$ cat config.mk
export PLATFORM = sky130hd
export DESIGN_NAME = mul_div_unit
export DESIGN_NICKNAME = d
export VERILOG_FILES = /design/src/rtl/rv32_pkg.sv /design/src/rtl/md_sign_prep.sv /design/src/rtl/mul_div_unit.sv
export SDC_FILE = /design/constraint.sdc
export NUM_CORES = 1
export LEC_CHECK = 0
export BUFFER_PORTS_ARGS = -buffer_cell sky130_fd_sc_hd__clkbuf_2
export CORE_MARGIN = 10
export CORE_UTILIZATION = 45
export CTS_BUF_LIST = sky130_fd_sc_hd__clkbuf_2
export CTS_CLUSTER_DIAMETER = 60
export DETAILED_ROUTE_END_ITERATION = 8
export MAX_ROUTING_LAYER = met4
export PLACE_DENSITY = 0.62
export SLEW_MARGIN = 20
export SYNTH_ARGS = -nofsm -noshare
export SYNTH_HDL_FRONTEND = slang
export SYNTH_SLANG_ARGS = --single-unit
export TNS_END_PERCENT = 50
$ cat constraint.sdc
create_clock -name clk -period 6.7 [get_ports clk]
set_clock_uncertainty 0.15 [all_clocks]
set_input_delay 1.34 -clock clk [delete_from_list [all_inputs] [get_ports clk]]
set_output_delay 1.34 -clock clk [all_outputs]
set_load 0.02 [all_outputs]
$ cat src/rtl/rv32_pkg.sv
// Shared RV32 definitions: datapath width, M-extension funct3 encodings,
// and the multiply/divide sequencer states.
package rv32_pkg;

  localparam int XLEN  = 32;
  localparam int CNT_W = 6;

  typedef enum logic [2:0] {
    OP_MUL    = 3'b000,
    OP_MULH   = 3'b001,
    OP_MULHSU = 3'b010,
    OP_MULHU  = 3'b011,
    OP_DIV    = 3'b100,
    OP_DIVU   = 3'b101,
    OP_REM    = 3'b110,
    OP_REMU   = 3'b111
  } md_op_t;

  typedef enum logic [1:0] {
    IDLE   = 2'd0,
    CALC   = 2'd1,
    FINISH = 2'd2
  } md_state_t;

endpackage

$ cat src/rtl/md_sign_prep.sv
// Operand preparation for the iterative mul/div datapath: decides operand
// signedness from funct3, produces unsigned magnitudes and the sign-fix flags,
// and flags the two division special cases so they can be forced at the end.
import rv32_pkg::*;

module md_sign_prep (
  input  logic [2:0]      i_funct3,
  input  logic [XLEN-1:0] i_op_a,
  input  logic [XLEN-1:0] i_op_b,
  output logic [XLEN-1:0] o_mag_a,
  output logic [XLEN-1:0] o_mag_b,
  output logic            o_neg_res,
  output logic            o_neg_rem,
  output logic            o_div_zero,
  output logic            o_overflow
);

  logic w_a_signed;
  logic w_b_signed;
  logic w_a_neg;
  logic w_b_neg;

  // Signedness per op; MUL low half is sign-agnostic so it is treated as signed.
  always_comb begin
    w_a_signed = 1'b0;
    w_b_signed = 1'b0;
    case (md_op_t'(i_funct3))
      OP_MUL, OP_MULH, OP_DIV, OP_REM: begin
        w_a_signed = 1'b1;
        w_b_signed = 1'b1;
      end
      OP_MULHSU: w_a_signed = 1'b1;
      default: begin
        w_a_signed = 1'b0;
        w_b_signed = 1'b0;
      end
    endcase
  end

  assign w_a_neg = w_a_signed & i_op_a[XLEN-1];
  assign w_b_neg = w_b_signed & i_op_b[XLEN-1];

  // |0x8000_0000| stays 0x8000_0000, which is exact as an unsigned magnitude.
  assign o_mag_a    = w_a_neg ? (~i_op_a + 1'b1) : i_op_a;
  assign o_mag_b    = w_b_neg ? (~i_op_b + 1'b1) : i_op_b;
  assign o_neg_res  = w_a_neg ^ w_b_neg;
  assign o_neg_rem  = w_a_neg;
  assign o_div_zero = (i_op_b == '0);
  assign o_overflow = w_a_signed & w_b_signed & i_funct3[2] &
                      (i_op_a == {1'b1, {(XLEN-1){1'b0}}}) & (i_op_b == '1);

endmodule

$ cat src/rtl/mul_div_unit.sv
// Iterative RV32M multiply/divide unit. One op in flight; fixed latency of
// 33 cycles from the accept edge to the done pulse for every op.
// Handshake: start is taken only in IDLE (including the done cycle, which
// allows back-to-back issue); busy is the stall request from the accept edge
// through the done cycle; done is a one-cycle writeback strobe for result/rd_out.
import rv32_pkg::*;

module mul_div_unit (
  input  logic            clk,
  input  logic            rst,
  input  logic            start,
  input  logic            flush,
  input  logic [2:0]      funct3,
  input  logic [XLEN-1:0] op_a,
  input  logic [XLEN-1:0] op_b,
  input  logic [4:0]      rd_in,
  output logic            busy,
  output logic            done,
  output logic [XLEN-1:0] result,
  output logic [4:0]      rd_out,
  output logic [1:0]      o_dbg_state
);

  md_state_t         r_state;
  logic [CNT_W-1:0]  r_count;
  md_op_t            r_op;
  logic [XLEN-1:0]   r_op_a;
  logic [XLEN-1:0]   r_mag_b;
  logic [2*XLEN-1:0] r_prod;
  logic [XLEN-1:0]   r_quo;
  logic [XLEN-1:0]   r_rem;
  logic              r_neg_res;
  logic              r_neg_rem;
  logic              r_div_zero;
  logic              r_ovf;
  logic [4:0]        r_rd;
  logic              r_done;
  logic [XLEN-1:0]   r_result;
  logic [4:0]        r_rd_out;

  logic [XLEN-1:0]   w_mag_a;
  logic [XLEN-1:0]   w_mag_b;
  logic              w_neg_res;
  logic              w_neg_rem;
  logic              w_div_zero;
  logic              w_ovf;
  logic              w_accept;
  logic [XLEN:0]     w_sum;
  logic [XLEN:0]     w_shift;
  logic              w_ge;
  logic [XLEN-1:0]   w_sub;
  logic [2*XLEN-1:0] w_prod_fix;
  logic [XLEN-1:0]   w_quo_fix;
  logic [XLEN-1:0]   w_rem_fix;
  logic [XLEN-1:0]   w_result;

  md_sign_prep u_sign_prep (
    .i_funct3   (funct3),
    .i_op_a     (op_a),
    .i_op_b     (op_b),
    .o_mag_a    (w_mag_a),
    .o_mag_b    (w_mag_b),
    .o_neg_res  (w_neg_res),
    .o_neg_rem  (w_neg_rem),
    .o_div_zero (w_div_zero),
    .o_overflow (w_ovf)
  );

  assign w_accept = (r_state == IDLE) && start && !flush;

  // Shift-add step: add the multiplicand into the high half when the current
  // multiplier bit (product LSB) is set, then shift the whole product right.
  assign w_sum = {1'b0, r_prod[2*XLEN-1:XLEN]} + {1'b0, (r_prod[0] ? r_mag_b : '0)};

  // Restoring step: bring the next dividend bit into the 33-bit partial
  // remainder and subtract the divisor if it fits. When it fits the difference
  // is below 2^32, so a 32-bit subtraction is exact.
  assign w_shift = {r_rem, r_quo[XLEN-1]};
  assign w_ge    = (w_shift >= {1'b0, r_mag_b});
  assign w_sub   = w_shift[XLEN-1:0] - r_mag_b;

  assign w_prod_fix = r_neg_res ? (~r_prod + 1'b1) : r_prod;
  assign w_quo_fix  = r_neg_res ? (~r_quo + 1'b1) : r_quo;
  assign w_rem_fix  = r_neg_rem ? (~r_rem + 1'b1) : r_rem;

  // Final result selection with sign fix and forced division special cases.
  always_comb begin
    w_result = '0;
    case (r_op)
      OP_MUL:                        w_result = w_prod_fix[XLEN-1:0];
      OP_MULH, OP_MULHSU, OP_MULHU:  w_result = w_prod_fix[2*XLEN-1:XLEN];
      OP_DIV, OP_DIVU: begin
        if (r_div_zero)  w_result = '1;
        else if (r_ovf)  w_result = {1'b1, {(XLEN-1){1'b0}}};
        else             w_result = w_quo_fix;
      end
      default: begin
        if (r_div_zero)  w_result = r_op_a;
        else if (r_ovf)  w_result = '0;
        else             w_result = w_rem_fix;
      end
    endcase
  end

  // Sequencer: IDLE -> CALC (32 iterations) -> FINISH -> IDLE; flush aborts.
  always_ff @(posedge clk or negedge rst) begin
    if (!rst) begin
      r_state  <= IDLE;
      r_count  <= '0;
      r_done   <= 1'b0;
      r_result <= '0;
      r_rd_out <= '0;
    end else begin
      r_done <= 1'b0;
      if (flush) begin
        r_state <= IDLE;
      end else begin
        case (r_state)
          IDLE: begin
            if (start) begin
              r_count <= '0;
              r_state <= CALC;
            end
          end
          CALC: begin
            r_count <= r_count + 1'b1;
            if (r_count == CNT_W'(XLEN-1)) r_state <= FINISH;
          end
          FINISH: begin
            r_result <= w_result;
            r_rd_out <= r_rd;
            r_done   <= 1'b1;
            r_state  <= IDLE;
          end
          default: r_state <= IDLE;
        endcase
      end
    end
  end

  // Datapath: capture operands and flags at accept, iterate both engines in CALC.
  always_ff @(posedge clk or negedge rst) begin
    if (!rst) begin
      r_op       <= OP_MUL;
      r_op_a     <= '0;
      r_mag_b    <= '0;
      r_prod     <= '0;
      r_quo      <= '0;
      r_rem      <= '0;
      r_neg_res  <= 1'b0;
      r_neg_rem  <= 1'b0;
      r_div_zero <= 1'b0;
      r_ovf      <= 1'b0;
      r_rd       <= '0;
    end else if (w_accept) begin
      r_op       <= md_op_t'(funct3);
      r_op_a     <= op_a;
      r_mag_b    <= w_mag_b;
      r_prod     <= {{XLEN{1'b0}}, w_mag_a};
      r_quo      <= w_mag_a;
      r_rem      <= '0;
      r_neg_res  <= w_neg_res;
      r_neg_rem  <= w_neg_rem;
      r_div_zero <= w_div_zero;
      r_ovf      <= w_ovf;
      r_rd       <= rd_in;
    end else if (r_state == CALC) begin
      r_prod <= {w_sum, r_prod[XLEN-1:1]};
      r_quo  <= {r_quo[XLEN-2:0], w_ge};
      r_rem  <= w_ge ? w_sub : w_shift[XLEN-1:0];
    end
  end

  assign busy        = (r_state != IDLE) || r_done;
  assign done        = r_done;
  assign result      = r_result;
  assign rd_out      = r_rd_out;
  assign o_dbg_state = r_state;

endmodule

==> results of run 1 <==
## critical path, cell delays in order (launching register included)
cell and delay (ns):
dfrtp_1 0.47, inv_1 0.12, buf_4 0.34, nor2_1 0.15, fa_1 0.45, a21o_1 0.17
a21oi_1 0.26, o211ai_1 0.19, a21oi_1 0.49, a211oi_1 0.33, o2111ai_1 0.33, a21boi_0 0.21
o41a_1 0.35
## Yosys cell counts (5+ instances only)
master / instances / share of area (%)
nand2_1: 337 / 6.8
dfrtp_1: 250 / 33
o21ai_0: 193 / 5.2
nor2_1: 181 / 3.6
clkbuf_1: 116 / 2.3
a21oi_1: 113 / 3.0
xnor2_1: 105 / 4.9
xor2_1: 100 / 4.7
ha_1: 71 / 4.7
inv_1: 65 / 1.3
a221o_1: 63 / 3.4
o31ai_1: 53 / 2.1
nand3_1: 50 / 1.3
nor3_1: 43 / 1.1
a221oi_1: 40 / 1.9
mux2i_1: 36 / 1.9
or3_1: 34 / 1.1
a21o_1: 28 / 1.1
nand4_1: 27 / 0.90
a211oi_1: 26 / 1.0
o41ai_1: 24 / 1.1
nor4_1: 21 / 0.70
nand2b_1: 20 / 0.67
or4_1: 20 / 0.80
buf_1: 17 / 0.34
o21a_1: 15 / 0.60
and3_1: 14 / 0.47
or2_2: 13 / 0.43
o211ai_1: 12 / 0.48
o22ai_1: 12 / 0.40
o221ai_1: 11 / 0.51
a22oi_1: 9 / 0.36
a31oi_1: 8 / 0.27
and2_1: 7 / 0.23
nand3b_1: 7 / 0.28
nand4b_1: 7 / 0.33
nor2b_1: 7 / 0.23
a2111oi_0: 6 / 0.28
a32o_1: 6 / 0.32
o21bai_1: 6 / 0.24
a211o_1: 5 / 0.23
## layer usage
metal / part of all wire (%) / routed length, um
met5: 0 / 0
met3: 6.8 / 4770
met1: 45 / 31000
met2: 43 / 30200
met4: 5.4 / 3730
## layout make-up
| cell class | instances | area (sq um) | area share, % |
|---|---|---|---|
| clock buffer | 105 | 526 | 2.58 |
| inverter | 66 | 248 | 1.22 |
| tap | 532 | 666 | 3.27 |
| timing repair buffer | 137 | 793 | 3.90 |
| multi-input combinational | 1816 | 11700 | 57.7 |
| clock inverter | 19 | 104 | 0.511 |
| antenna | 1 | 2.50 | 0.0123 |
| sequential | 250 | 6260 | 30.8 |
## power groups by stage
stage | clock network, W | logic [W] | registers, W
floorplan | 0 | 0.00311 | 0.00232
global placement | 0 | 0.00400 | 0.00265
detailed placement | 0 | 0.00405 | 0.00266
CTS | 0.00122 | 0.00408 | 0.00264
global route | 0.00130 | 0.00453 | 0.00273
finish | 0.00118 | 0.00414 | 0.00268
## stage by stage
step                      hold WS (ns)  instance area, sq um  power (W)  instances  setup slack, ns
final                            0.284                 20300    0.00799       2926             2.48
after global routing             0.325                 20300    0.00856       2926             2.28
after CTS                        0.222                 20300    0.00793       2924             2.61
after detailed placement         0.311                 19700    0.00671       2800             2.39
after global placement           0.297                 19700    0.00665       2800             2.36
after floorplan                  0.289                 18700    0.00543       2268             2.89
## worst paths after layout
path,from,slack (ns),cells past startpoint,to
setup / recovery,r_prod[0],2.48,12,r_prod[63]
hold / removal,rst,0.28,1,r_prod[3]
setup reg to reg,r_prod[0],2.48,12,r_prod[63]
hold reg to reg,r_rd[4],0.31,2,rd_out[4]
max in group asynchronous,rst,4.82,2,r_neg_res
min in group clk,r_rd[4],0.31,2,rd_out[4]
## state kept, by name (all words and copies together), names as in the netlist
register     count
r_quo           32
r_op             3
r_mag_b         32
r_count          6
done             1
r_div_zero       1
r_rd             5
r_ovf            1
r_neg_res        1
r_rem           32
r_neg_rem        1
o_dbg_state      2
result          32
r_prod          64
r_op_a          32
rd_out           5
## kinds of logic after synthesis
kind of cell	count (synthesis)
multiplexers	40
AO/OA/AOI/OAI	679
AND/OR/NAND/NOR	819
buffers and inverters	202
adder cells (fa/ha/maj)	73
flip-flops	250
XOR/XNOR	205
==> metrics.md, run 1 <==
| Metric | Value |
|---|---|
| Seq/Total Area, Yosys | between 30% and 40% |
| H-tree Lvls | 3 |
| Final-report hold violation count | 0 |
| Final Max Slew Viols | 0 |
| Global-route wire length before repair | 105,000 um |
| GRT Util Overall | 27.8% |
| Clock power frac | between 10 and 15% |
| F_max | between 0.2 and 0.25 GHz |
| CP max FO | 32 |
| Post-CTS Setup Bufs | 0 |
| Outcome | finished, final reports clean |
| Mapped Cells | 2,268 |
| Main flop type after synthesis | dfrtp_1 |
| Unrepaired setup endpoints after global routing | no |
| Initial antenna violation count | 2 |
| Clk_lat worst skew | between 1 and 1.5 ns |
| Asr flop ratio synth | 100% |
| Simple logic cell fraction of the synthesized area | roughly a fifth |
| Final setup TNS | 0 ns |
| Met2 usage | 40.2% |
| Final Core Density | between 40 and 50% |
| Mapped cell area | about 0.019 sq mm |
| Crit end category | register |
| Internal power | roughly 0.004 W |
| Final setup vio count | 0 |
| Grt total ovfl | 0 |
| Port bufs | 116 |
| Xor and xnor area share after synthesis | 9.59% |
| Die H | about 220 um |
| RePlAce Congestion | 0.983 |
| Fill cells | around 4,100 |
| Post-synth cell types | 83 |
| M3 GR Usage | between 4 and 5% |
| Hold Path Class | primary input to asynchronous set/reset pin |
| Clk sink count | 250 |
| Vias | 18,400 |
| Die width | 224 um |
| Hold_buf cts | 0 |
| YS warnings | 0 |
| Antenna Nets Post-Route | 0 |
| Grt met1 use | between 30% and 40% |
| Net switching power | 0.00398 W |
| Critical Path AT | ~4.9 ns |
| Max IR drop VDD | ~150 uV |
| Initial DRC count | approximately 1,900 |
| Largest net degree at the start of global routing | between 150 and 200 |
| Inserted Clock Buffers | 74 |
| Post-synth EDFFs | 0 |
| CTS clk-pin slew, worst paths | 0.10 ns |
| WP data required | approximately 7.4 ns |
| Total of max-cap violations | 0 |
| PwrDens | ~390 mW/mm^2 |
| Vias in the first global route | ~17,000 |
| Clk buf depth | 3 |
| Drt first pass iters | 6 |
| CTS root buffer | clkbuf_2 |
| Row count | 74 |
| Vias per Instance | 6.29 |
| Sequential Power Share | between 30% and 40% |
| # IOs | approximately 120 |
| Layout Nets | 2,494 |
| Synth Area per Inst | about 8.3 sq um |
| Post-synthesis adder-cell area fraction | 4.96% |
| Initial Utilization | between 40% and 50% |
| Crit start category | register |
| Detailed placement HPWL | slightly above 50,000 um |
| Synth-to-layout area growth | 8.61% |
| Comb pwr share | approximately 52% |
| Core Area | 0.0410 sq mm |
| Crit share post-route | 63.0% |
| Commonest non-fill, non-tap cell in the layout | nand2_1 |
| Syn_nets | between 2,000 and 2,500 |
| Final wirelength | between 60,000 and 70,000 um |
| Sw Share | 49.9% |
| GR peak layer | met2 |
| Final min period | ~4.2 ns |
| Slew @ Worst Pin | roughly 0.98 ns |
| Post-synthesis compound-gate area fraction | between 20% and 30% |
| Multiplexer share of the synthesized area | under 10% |
| Kind of critical path | register to register |
| Share of layout cells above drive strength 1 | roughly 12% |
| PostCTS Resize Cnt | 0 |
| Pleak | ~9 nW |
| Most frequent cells in the layout | 337 x nand2_1, 249 x dfrtp_1, 220 x clkbuf_2 |
| CTS tree | built |
| Die area | 0.0502 sq mm |
| Wire per inst | 23.8 um |
| DR DRC count | 0 |
| Largest family of logic cells by synthesized area | compound AO/OA/AOI/OAI gates |
| Slew margin rel. | 34.7% |
| Synth Register Bits | 250 |
Note: power is estimated with default switching activity, not from simulation.
==> inputs of run 2 (changes only) <==
Clock period 6.7 ns to 4.4 ns, I/O delays scaled along.
==> run 2 against run 1 <==
  * Wire length increased by 5.7%
  * Non-clock buffer count increased by 111
  * First-iteration DRC count decreased by 3.6%
  * Worst setup slack got worse by 2.0 ns
  * Via count increased by 2.3%
  * Global-route usage increased by 1.9 points
  * Critical path depth increased by 1
  * Largest cell class unchanged
==> metrics.md, run 2 (same netlist as run 1, synthesis figures left out) <==
| Metric | Value |
|---|---|
| Outcome | finished, final reports clean |
| Post-DP Area | roughly 0.02 sq mm |
| Wire per inst | about 24 um |
| Die H | about 220 um |
| Final min period | about 3.9 ns |
| Unrepaired setup endpoints after global routing | no |
| Final setup TNS | 0 ns |
| RR Endpoint | r_prod[60] |
| WP data required | ~5.2 ns |
| Initial DRC count | between 1,500 and 2,000 |
| Global-route wire length before repair | ~110,000 um |
| Crit end category | register |
| Most frequent cells in the layout | 337 x nand2_1, 249 x dfrtp_1, 223 x clkbuf_2 |
| Drt first pass iters | 8 |
| Vias | between 15,000 and 20,000 |
| Crit share post-route | roughly 88% |
| Clk sink count | 250 |
| Critical Path AT | 4.62 ns |
| Post-route cell area | approximately 0.021 sq mm |
| Max IR drop VDD | about 370 uV |
| CTS root buffer | clkbuf_2 |
| Final setup vio count | 0 |
| Clk buf depth | 3 |
| Layout Nets | ~2,600 |
| Vias per Instance | 6.18 |
| Row count | 74 |
| F_max | approximately 0.26 GHz |
| Hold path cells | 3 |
| Initial Utilization | between 40% and 50% |
| Final Core Density | a little over half |
| Hold Path Class | primary input to register |
| Share of layout cells above drive strength 1 | approximately 14% |
| Clk_lat worst skew | around 1.1 ns |
| Detailed placement HPWL | around 56,000 um |
| CTS tree | built |
| Die area | roughly 0.050 sq mm |
| Final-report hold violation count | 0 |
| Biggest register | r_prod |
| DR DRC count | 0 |
| Pleak | ~9.5 nW |
| Total of max-cap violations | 0 |
| Hold_sp | op_b[29] |
| Kind of critical path | register to register |
| Final Max Slew Viols | 0 |
| GRT Util Overall | between 20% and 30% |
| Family with the most delay on the worst path | compound AO/OA/AOI/OAI gates |
| Commonest non-fill, non-tap cell in the layout | nand2_1 |
| CP max FO | 26 |
| Critical Path Max Stage Delay | ~0.43 ns |
| Slowest-stage cell, CP | dfrtp_1 |
| Synth-to-layout area growth | 14.5% |
| Max reg flops | 64 |
| Initial antenna violation count | 2 |
| CP Buf/Inv Count | 3 |
| Hold worst-path end | r_mag_b[29] |
| RePlAce Congestion | just under 1 |
| Min Hold Slack | between 0.07 and 0.08 ns |
| Largest net degree at the start of global routing | 90 |
| Crit start category | register |
| CP Cell Sequence | inv_1 > buf_4 > nor2_1 > ha_1 > a2111oi_0 > o21ai_0 > or3b_2 > a31oi_1 > buf_4 > a211oi_1 > o21bai_1 > and4b_1 > or3_1 |
| CTS clk-pin slew, worst paths | around 0.090 ns |
| Die width | around 220 um |
| Vias in the first global route | approximately 18,000 |
| Slew @ Worst Pin | around 1.1 ns |
| Port bufs | approximately 120 |
| # IOs | between 100 and 150 |
| Fill cells | about 4,000 |
| H-tree Lvls | 3 |
| R2R cell count | 13 |
| Flop2flop setup slack | about 0.53 ns |
| Reg2reg start | r_prod[0] |
| Slew margin rel. | about a quarter |
| Inserted Clock Buffers | 74 |
| CP most frequent cell | buf_4 |
| Total power | roughly 0.013 W |
| PostCTS Resize Cnt | 0 |
| Antenna Nets Post-Route | 0 |
| PwrDens | between 500 and 600 mW/mm^2 |
| Final wirelength | approximately 74,000 um |
| Grt total ovfl | 0 |
| Core Area | about 0.041 sq mm |
-- run 2: changes by cell type in the layout (fill, tap and decap cells not counted), sizes merged --
cell / previous run / this run
dlygate4sd3: 0 / 64
buf: 22 / 69
clkinv: 13 / 20
clkbuf: 220 / 223
diode: 1 / 4
bufinv: 1 / 3
inv: 70 / 68
clkinvlp: 1 / 0
-- run 2: area by class of cell --
type / count / area [sq um] / share of cell area, %
Clock inverter: 25 / 178 / 0.829
Tap cell: 532 / 666 / 3.11
Antenna cell: 4 / 10.0 / 0.0467
Inverter: 66 / 248 / 1.16
Timing Repair Buffer: 248 / 1790 / 8.36
Clock buffer: 108 / 541 / 2.52
Sequential cell: 250 / 6260 / 29.2
Multi-Input combinational cell: 1816 / 11700 / 54.8
-- run 2: power by group --
group / internal, W / leakage, nW / switching (W) / total, W
combinational: 0.00269 / 5.77 / 0.00401 / 0.00670
clock: 0.000833 / 0.540 / 0.00115 / 0.00199
sequential: 0.00289 / 3.19 / 0.00108 / 0.00397
total: 0.00641 / 9.51 / 0.00624 / 0.0127
-- run 2: worst max-delay path by stage --
stage	from	end	slack (ns)	depth (start not counted)
3_5_place_dp	op_a[11]	r_quo[27]	0.54	9
2_1_floorplan	op_a[11]	r_quo[27]	1.05	8
6_report	r_prod[0]	r_prod[60]	0.53	13
5_1_grt	r_prod[0]	r_prod[60]	0.26	13
4_1_cts	r_prod[0]	r_prod[60]	0.53	13
3_3_place_gp	op_a[11]	r_prod[30]	0.56	9
-- run 2: metrics by stage --
stage | cells | setup WS, ns
6_report | 3049 | 0.528
5_1_grt | 3049 | 0.255
4_1_cts | 3045 | 0.526
3_5_place_dp | 2848 | 0.541
3_3_place_gp | 2848 | 0.555
2_1_floorplan | 2268 | 1.05
-- run 2: worst reg2reg max path: stages, from the launching register on --
cell and delay [ns]:
dfrtp_1 0.43, inv_1 0.27, buf_4 0.34, nor2_1 0.09, ha_1 0.23, a2111oi_0 0.42
o21ai_0 0.24, or3b_2 0.28, a31oi_1 0.08, buf_4 0.16, a211oi_1 0.35, o21bai_1 0.16
and4b_1 0.22, or3_1 0.29
-- run 2: repair_timing --
item	4_1_cts	5_1_grt
hold buffers	64	0
setup buffers	0	0
endpoints found under the hold margin	150	0
-- run 2: layer usage --
| metal | GRT usage (%) | routed length (um) | share of wire [%] | vias up |
|---|---|---|---|---|
| met4 | 13.8 | 3440 | 4.7 | 0 |
| met2 | 45.1 | 33200 | 45 | 787 |
| met5 | - | 0 | 0 | - |
| met1 | 38.6 | 32300 | 44 | 9117 |
| li1 | - | - | - | 8775 |
| met3 | 4.49 | 4770 | 6.5 | 157 |
==> inputs of run 3 (changes only) <==
Clock period 4.4 ns to 4.8 ns, I/O delays scaled along.
==> run 3 against run 2 <==
  * Die area is the same
  * Design area shrank 3.0%
  * Sequential power shrank 8.6%
  * Maximum frequency shrank 5.3%
  * Sequential share of layout area grew 0.91 points
  * Worst hold slack gained 0.018 ns
  * Sequential cell count is the same
  * Total power shrank 10%
  * Register-to-register slack gained 0.18 ns
==> metrics.md, run 3 (same netlist as run 1, synthesis figures left out) <==
| Metric | Value |
|---|---|
| Total of max-cap violations | 0 |
| Port bufs | ~120 |
| PostCTS Resize Cnt | 0 |
| Synth-to-layout area growth | 11.0% |
| Initial Utilization | 45.7% |
| CTS tree | built |
| Share of layout cells above drive strength 1 | a little over an eighth |
| Crit end category | register |
| Biggest register | r_prod |
| RePlAce Congestion | just under 1 |
| DR DRC count | 0 |
| Hold path cells | 3 |
| Global-route wire length before repair | roughly 110,000 um |
| Antenna Nets Post-Route | 0 |
| Vias per Instance | roughly 6.3 |
| Final Non-Filler Cells | ~3,000 |
| Vias | between 15,000 and 20,000 |
| Commonest non-fill, non-tap cell in the layout | nand2_1 |
| Crit start category | register |
| Hold_buf cts | 16 |
| Die width | between 200 and 250 um |
| Wire per inst | 23.7 um |
| Row count | 74 |
| Final min period | around 4 ns |
| Post-CTS Setup Bufs | 0 |
| Initial antenna violation count | 3 |
| Vias in the first global route | 17,700 |
| Hold_sp | op_a[3] |
| PwrDens | 547 mW/mm^2 |
| Final wirelength | between 70,000 and 80,000 um |
| Clk_lat worst skew | 1.09 ns |
| CTS root buffer | clkbuf_2 |
| Final setup TNS | 0 ns |
| CTS clk-pin slew, worst paths | around 0.11 ns |
| Die area | between 0.05 and 0.06 sq mm |
| Clk buf depth | 3 |
| CP max FO | 7 |
| CP Cell Sequence | or4_1 > nor4_4 > nand4_1 > nor3_1 > a311oi_1 > a41o_1 > a2111oi_0 > nor3_1 |
| H-tree Lvls | 3 |
| Hold Path Class | primary input to register |
| Outcome | finished, final reports clean |
| Grt total ovfl | 0 |
| # IOs | 117 |
| Detailed placement HPWL | 53,300 um |
| Kind of critical path | register to register |
| Final-report hold violation count | 0 |
| Hold worst-path end | r_op_a[3] |
| Placed cell count | roughly 2,800 |
| Core Area | 0.0410 sq mm |
| Critical Path Max Stage Delay | between 0.8 and 0.9 ns |
| Final Core Density | about half |
| Critical Path AT | just under 5 ns |
| Slew @ Worst Pin | roughly 1.0 ns |
| R2R cell count | 8 |
| Max reg flops | 64 |
| Clk sink count | between 200 and 300 |
| Final setup vio count | 0 |
| RR Endpoint | result[31] |
| GRT Util Overall | around 28% |
| Pleak | between 9 and 10 nW |
| Most frequent cells in the layout | 337 x nand2_1, 249 x dfrtp_1, 213 x clkbuf_2 |
| WP data required | 5.59 ns |
| Layout Nets | 2,541 |
| Flop2flop setup slack | 0.71 ns |
| Drt first pass iters | 5 |
| Max IR drop VDD | between 200 and 250 uV |
| F_max | ~0.24 GHz |
| Largest net degree at the start of global routing | between 90 and 100 |
| Final Max Slew Viols | 0 |
| Initial DRC count | 1,798 |
| Reg2reg start | r_prod[10] |
| Slowest-stage cell, CP | a2111oi_0 |
| Inserted Clock Buffers | 74 |
| Crit share post-route | approximately 85% |
| Slew margin rel. | 30.4% |
| CP most frequent cell | nor3_1 |
| Unrepaired setup endpoints after global routing | no |
| Die H | 224 um |
run 3: changes by cell type in the layout (fill, tap and decap cells not counted):
cell,previous run,this run
clkinv_1,16,11
buf_4,64,48
clkbuf_2,223,213
dlygate4sd3_1,64,16
clkinv_4,0,2
diode_2,4,5
run 3: metal layers:
metal / wire, um / up-vias / track usage, % / share of wire [%]
met5: 0 / - / - / 0
met4: 4630 / 0 / 17.2 / 6.6
met3: 4960 / 175 / 4.73 / 7.0
met2: 30600 / 878 / 41.3 / 43
met1: 30300 / 8961 / 36.5 / 43
li1: - / 8622 / - / -
run 3: per-stage QoR:
stage	setup WS (ns)	cell area (sq um)	hold WS, ns	power (W)
6_report	0.711	20800	0.0885	0.0114
3_3_place_gp	0.767	19900	0.300	0.00940
2_1_floorplan	1.37	18700	0.289	0.00758
3_5_place_dp	0.720	19900	0.308	0.00949
5_1_grt	0.499	20800	0.0180	0.0122
4_1_cts	0.743	20800	0.00459	0.0113
run 3: worst max-delay path, delay by kind of cell (launching register included):
family	cells	cell delay [ns]
and+or+nand+nor	5	2.13
AOI/OAI and AO/OA	3	1.26
DFF	1	0.44
run 3: how the worst max path moves through the flow:
stage	start	to	slack, ns	cells after the start
after CTS	r_prod[10]	result[31]	0.74	8
after detailed placement	r_prod[10]	result[31]	0.72	8
after floorplan	op_a[11]	r_quo[27]	1.37	8
after global routing	r_prod[18]	result[31]	0.50	8
after global placement	r_prod[10]	result[31]	0.77	8
final	r_prod[10]	result[31]	0.71	8
run 3: report_power, final:
group	leakage [nW]	switching (W)	internal, W
clock network	0.499	0.00101	0.000716
logic	5.49	0.00360	0.00241
registers	3.19	0.000980	0.00265
run 3: layout make-up:
cell class | instances | area (sq um)
timing repair buffer | 184 | 1190
antenna | 5 | 12.5
multi-input combinational | 1816 | 11700
fill | 4022 | 20200
inverter | 66 | 248
sequential | 250 | 6260
tap | 532 | 666
clock inverter | 22 | 176
clock buffer | 98 | 490
